$ cat config.mk
export PLATFORM = sky130hd
export DESIGN_NAME = pipe_stage_reg
export DESIGN_NICKNAME = d
export VERILOG_FILES = /design/src/rtl/pipe_stage_reg.sv
export SDC_FILE = /design/constraint.sdc
export NUM_CORES = 1
export LEC_CHECK = 0
export CORE_UTILIZATION = 60
export DETAILED_ROUTE_END_ITERATION = 10
export DONT_BUFFER_PORTS = 1
export PLACE_DENSITY = 0.87
export SYNTH_ARGS = -nofsm -noshare
export SYNTH_HDL_FRONTEND = slang
export SYNTH_SLANG_ARGS = --single-unit
export TNS_END_PERCENT = 10
$ cat constraint.sdc
create_clock -name CLOCK -period 15.11 [get_ports CLOCK]
set_input_delay 3.022 -clock CLOCK [delete_from_list [all_inputs] [get_ports CLOCK]]
set_output_delay 3.022 -clock CLOCK [all_outputs]
set_load 0.01 [all_outputs]
$ cat src/rtl/pipe_stage_reg.sv
// pipe_stage_reg: valid/ready pipeline stage boundary with a two-entry
// skid buffer, synchronous flush and bubble masking of control bits.
// Ports:
//   CLOCK, RESET (async, active-high), Flush (sync)
//   In_Valid/In_Ready + Ctrl_In/Data_In/Addr_In  : upstream beat
//   Out_Valid/Out_Ready + Ctrl_Out/Data_Out/Addr_Out : main entry
//   Occupancy : stored beats (0..2)
module pipe_stage_reg #(
  parameter int DATA_W = 32,
  parameter int NUM_DATA = 2,
  parameter int CTRL_W = 3,
  parameter int ADDR_W = 5,
  parameter logic [CTRL_W-1:0] CTRL_KILL_MASK = {CTRL_W{1'b1}}
) (
  input  logic                       CLOCK,
  input  logic                       RESET,
  input  logic                       Flush,
  input  logic                       In_Valid,
  output logic                       In_Ready,
  input  logic [CTRL_W-1:0]          Ctrl_In,
  input  logic [NUM_DATA*DATA_W-1:0] Data_In,
  input  logic [ADDR_W-1:0]          Addr_In,
  output logic                       Out_Valid,
  input  logic                       Out_Ready,
  output logic [CTRL_W-1:0]          Ctrl_Out,
  output logic [NUM_DATA*DATA_W-1:0] Data_Out,
  output logic [ADDR_W-1:0]          Addr_Out,
  output logic [1:0]                 Occupancy
);

  localparam int DW = NUM_DATA * DATA_W;

  typedef struct packed {
    logic [CTRL_W-1:0] ctrl;
    logic [DW-1:0]     data;
    logic [ADDR_W-1:0] addr;
  } beat_t;

  // Encoding doubles as the occupancy count.
  typedef enum logic [1:0] {
    EMPTY = 2'd0,
    ONE   = 2'd1,
    FULL  = 2'd2
  } state_t;

  state_t st_q, st_d;
  logic   rdy_q;
  beat_t  main_q, skid_q, in_b;
  logic   acc, ret;
  logic   ld_main, ld_skid, mv_skid;

  assign in_b      = '{ctrl: Ctrl_In, data: Data_In, addr: Addr_In};
  assign In_Ready  = rdy_q;
  assign Out_Valid = (st_q != EMPTY);
  assign Occupancy = st_q;
  assign acc       = In_Valid & rdy_q;
  assign ret       = Out_Valid & Out_Ready;

  // Empty stage must never present live write-enables downstream.
  assign Ctrl_Out = Out_Valid ? main_q.ctrl
                              : (main_q.ctrl & ~CTRL_KILL_MASK);
  assign Data_Out = main_q.data;
  assign Addr_Out = main_q.addr;

  always_comb begin
    st_d    = st_q;
    ld_main = 1'b0;
    ld_skid = 1'b0;
    mv_skid = 1'b0;
    unique case (st_q)
      EMPTY: begin
        if (acc) begin
          st_d    = ONE;
          ld_main = 1'b1;
        end
      end
      ONE: begin
        if (acc && ret) begin
          ld_main = 1'b1;
        end else if (acc) begin
          st_d    = FULL;
          ld_skid = 1'b1;
        end else if (ret) begin
          st_d = EMPTY;
        end
      end
      FULL: begin
        if (ret) begin
          st_d    = ONE;
          mv_skid = 1'b1;
        end
      end
      default: st_d = EMPTY;
    endcase
    // Flush drops stored beats and any beat offered this cycle.
    if (Flush) begin
      st_d    = EMPTY;
      ld_main = 1'b0;
      ld_skid = 1'b0;
      mv_skid = 1'b0;
    end
  end

  always_ff @(posedge CLOCK or posedge RESET) begin
    if (RESET) begin
      st_q   <= EMPTY;
      rdy_q  <= 1'b1;
      main_q <= '0;
      skid_q <= '0;
    end else begin
      st_q  <= st_d;
      rdy_q <= (st_d != FULL);
      if (ld_main) begin
        main_q <= in_b;
      end else if (mv_skid) begin
        main_q <= skid_q;
      end
      if (ld_skid) begin
        skid_q <= in_b;
      end
    end
  end

endmodule

# Yosys cells after proc, flatten, opt, wreduce, memory -nomap -nowiden
# Index checks and enable logic that the tools add are counted.
[totals]
word_cells = 37
reg_bits = 147
inputBits = 77
out_inout_bits = 76
[classes]
n_eq_ne = 3
n_mux = 20
reduce_logical = 4
bitwise_logic = 2
[op_table]
columns = ["operator", "n"]
rows = [
  ["$mux 72", 2],
  ["$mux 2", 6],
  ["$mux 1", 9],
  ["$pmux 2 s3", 1],
  ["$reduce_bool 2->1", 2],
  ["$mux 3", 1],
  ["$and 1x1->1", 2],
  ["$eq 2x1->1 const B", 1],
  ["$eq 2x2->1 const B", 1],
  ["$logic_not 2->1", 1],
  ["$ne 2x2->1 const B", 1],
  ["$pmux 1 s2", 1],
  ["$logic_and 1x1->1", 1],
]

# Longest topological paths before layout
[logic_depth]
ltp_word = 8
depth_mapped = 6
depth_no_buf = 4

# Least setup slack after synthesis
# Ideal clock, no wire load.
[synth_timing]
path_type = "input-to-reg"
from = "input Flush"
to = "register main_q (netlist bit Data_Out[56])"
cell_stages = 5
path_slack_ns = 10.979
n_path_buf = 2
t_arrival_ns = 3.994
required_ns = 14.973
setup_ns = 0.137
cell_sequence = "or4_1 buf_2 clkbuf_1 nor2_1 a21oi_1"
[synth_between]
elab_chain_cells = 2
word_cells_on_any_way = 4
classes_between = "mux: 3; reduce/logical: 1"
[synth_lines]
columns = ["item", "line_no", "text"]
rows = [
  ["from (decl)", "17", "input logic Flush,"],
  ["$mux 1", "96", "if (Flush) begin"],
  ["$mux 72 or $reduce_bool 2->1 (tied branches)", "-", ""],
  ["to (signal assigned)", "114", "main_q <= in_b;"],
  ["to (signal assigned)", "116", "main_q <= skid_q;"],
  ["to (decl)", "48", "beat_t main_q, skid_q, in_b;"],
]
# Parallel ways exist; a longest one is shown, timed or not.
# A chain may end at the register's enable or synchronous reset.

# Worst setup path in the final report
[layout_timing]
from = "input In_Valid"
to = "register skid_q[15] (netlist name)"
[layout_between]
elab_chain_cells = 5
word_cells_on_any_way = 6
classes_between = "mux: 4; bitwise: 1; reduce/logical: 1"
[layout_lines]
columns = ["item", "line_no", "text"]
rows = [
  ["from (decl)", "18", "input logic In_Valid,"],
  ["$and 1x1->1 (*)", "56", "assign acc = In_Valid & rdy_q;"],
  ["$mux 1 or $logic_and 1x1->1 (tied branches)", "80, 78", ""],
  ["$mux 1 (*)", "78", "if (acc && ret) begin"],
  ["$mux 1 (*)", "70", "unique case (st_q)"],
  ["$mux 1 (*)", "96", ""],
  ["to (signal assigned)", "119", "skid_q <= in_b;"],
  ["to (decl)", "48", ""],
]
# Mark *: on every way between the ends. The rest lies on a longest branch, timed or not.

==> flow_metrics.py <==
metrics = {
    "timing": {
        "final.period_utilization_pct": 30.6,
        "period_minus_slack_ps": 4630,
        "rsz0062_at_grt": "no",
        "holdWs_ps": 503,
        "final.setup.worst_slack_ps": 10480,
        "finClkSkew_ps": 6.62,
        "setup_viol": 0,
        "fmax_mhz": 216,
        "finalSetupTns_ps": 0,
        "slew_viol_final": 0,
        "max-slew-margin-rel_pct": 38.2,
        "worst_pin_slew_ps": 928,
        "hold_viol_final": 0,
    },
    "synthesis": {
        "synth_adder_area_share_pct": 0,
        "ys_warn_count": 0,
        "synth-compound-area-share_pct": 5.60,
        "synth_top_family_by_area": "multiplexers",
        "synthCells": 556,
        "syn_avg_cell_area_sq_um": 12.0,
        "ys_seq_area_share_pct": 55.1,
        "syn_area_sq_um": 6680,
        "synthXorXnorAreaFrac_pct": 0,
        "ys_ff_latch": 147,
        "synth-simple-area-share_pct": 5.28,
        "synth_fp_nets": 633,
        "synth.distinct_cells": 21,
        "synthMuxAreaShare_pct": 23.2,
    },
    "route": {
        "vias": 3543,
        "routed_via_density": 5.61,
        "drt-pass1-iter-count": 4,
        "drc": 0,
        "ant_nets": 0,
        "drt_iter0_markers": 187,
        "wirelength_mm": 11.7,
        "drt-wirelength-per-cell_microns": 18.5,
    },
    "setup_path": {
        "slowest_stage": "buf_4",
        "crit_required_ps": 15510,
        "crit_arrival_ps": 5020,
        "worst_setup_path_start_kind": "input pin",
        "cpPeakStageDelay_ps": 740,
        "path_class": "input pin to register",
        "critPathMaxFanout": 58,
        "crit_path_end_kind": "register",
        "crit_chain": "and3b_1 > nand3b_1 > buf_4 > mux2_2",
    },
    "cells_and_area": {
        "num_antenna_cells": 0,
        "layout-drive-gt1-share_pct": 23.0,
        "nFillCells": 819,
        "area_delta_synth_final_pct": 1.59,
        "utilization_pct": 62.6,
        "final_cell_mix": "dfrtp_1, mux2i_1, nor2_1, a21oi_1, mux2_2",
        "final_common_cell": "dfrtp_1",
        "finalInstanceArea_sq_um": 6790,
        "multi_input_area_sq_um": 2290,
        "seqCellArea_sq_um": 3680,
        "nets": 556,
    },
    "global_route": {
        "grt_usage_pct": 21.4,
        "grt_pass1_vias": 3853,
        "antenna_found_initial": 0,
        "grt_pass1_wl_mm": 18.8,
        "grt_max_degree": 89,
        "globalRoute.totalOverflow": 0,
    },
    "power": {
        "p_seq_share_pct": 51.0,
        "p_leak_nw": 2.83,
        "power.share.combinational_pct": 11.7,
        "switching_share_pct": 25.5,
        "power_switching_mw": 0.284,
        "clkPwrFrac_pct": 37.3,
        "p_int_mw": 0.828,
        "p_per_area_nw_per_um2": 164,
        "vdd_ir_drop_max_mv": 0.0958,
    },
    "clocking": {
        "clock_latency_ps": 510,
        "clock-root-buffer": "clkbuf_8",
        "postCtsSetupBuffers": 0,
        "clk_path_buf_depth": 2,
        "cts.sinks": 147,
        "cts-hold-fix-buffers": 0,
        "cts_resized": 0,
        "cts_tree": "yes",
        "cts.htree.levels": 4,
        "clk_pin_slew_ps": 60,
        "cts_made_buffers": 17,
    },
    "min_path": {
        "min_path_type": "register to register",
    },
    "floorplanning": {
        "fp.dieW_microns": 108,
        "die_h_microns": 108,
        "dieArea_sq_um": 11600,
        "ios": 153,
        "num_rows": 38,
        "core_sq_um": 10800,
        "start_util_pct": 61.6,
    },
    "placement": {
        "gp_congestion": 0.735,
        "placed_area_sq_um": 6200,
        "io_buffers": 0,
        "hpwl_mm": 7.60,
        "dp_slack_ps": 9990,
    },
    "status": {
        "status": "finished clean",
    },
    "flow_run": {
        "drv_cap": 0,
    },
}
## state kept, by name, indices dropped and copies added (netlist names)
register,count
Addr_Out,5
Data_Out,64
In_Ready,1
Occupancy,2
main_q,3
skid_q,72
## worst max-delay path, delay by kind of cell
| family | cells | cell delay (ps) |
|---|---|---|
| simple gates | 2 | 750 |
| buf+inv | 1 | 740 |
| mux | 1 | 420 |
## per-layer routing
metal | track usage [%] | vias to the layer above | wire length (microns)
li1 | - | 1670 | -
met1 | 23.7 | 1746 | 4520
met2 | 36.5 | 116 | 5900
met3 | 8.72 | 11 | 1110
met4 | 8.32 | 0 | 137
met5 | 0 | - | 0
## power groups by stage
| stage | logic, mW | registers [mW] | clock network [mW] |
|---|---|---|---|
| floorplan | 0.186 | 0.532 | 0 |
| global placement | 0.121 | 0.567 | 0 |
| detailed placement | 0.133 | 0.574 | 0 |
| CTS | 0.133 | 0.568 | 0.423 |
| global route | 0.147 | 0.579 | 0.437 |
| finish | 0.131 | 0.567 | 0.415 |
## cells by family after synthesis
group                  count (synthesis)
DFF                                  147
muxes                                146
buffers and inverters                104
and+or+nand+nor                       85
AOI/OAI and AO/OA                     74
## metrics by stage
stage               cells  power [mW]
detailed placement    600       0.707
finish                632        1.11
CTS                   632        1.12
global route          632        1.16
floorplan             556       0.718
global placement      600       0.688
## cell usage after synthesis (all sizes together)
library cell / number / share of area [%]
mux2i: 74 / 11
nand3b: 1 / 0.11
nor2b: 4 / 0.49
nor2: 74 / 4.2
or3: 1 / 0.094
o22a: 1 / 0.13
inv: 3 / 0.17
or4: 1 / 0.11
buf: 94 / 10
mux2: 72 / 12
nand2: 2 / 0.11
dfstp: 1 / 0.39
dfrtp: 146 / 55
nor3: 1 / 0.075
a21oi: 73 / 5.5
clkbuf: 7 / 0.39
and3b: 1 / 0.13
## cell type report
type / instances / share of cell area, %
Timing Repair Buffer: 5 / 0.553
Inverter: 3 / 0.240
Tap cell: 140 / 2.58
Multi-Input combinational cell: 305 / 33.7
Sequential cell: 147 / 54.2
Clock inverter: 11 / 1.95
Clock buffer: 21 / 6.76
## path summary, 6_finish.rpt
kind	start	to	slack (ps)	depth (start not counted)
min reg2reg	skid_q[58]	skid_q[58]	500	1
min in group asynchronous	RESET	skid_q[23]	2460	1
max	In_Valid	skid_q[15]	10480	4
max in group asynchronous	RESET	skid_q[53]	11290	2
min	skid_q[58]	skid_q[58]	500	1
max reg2reg	Occupancy[1]	skid_q[15]	12360	4
(Power assumes the default switching activity.)
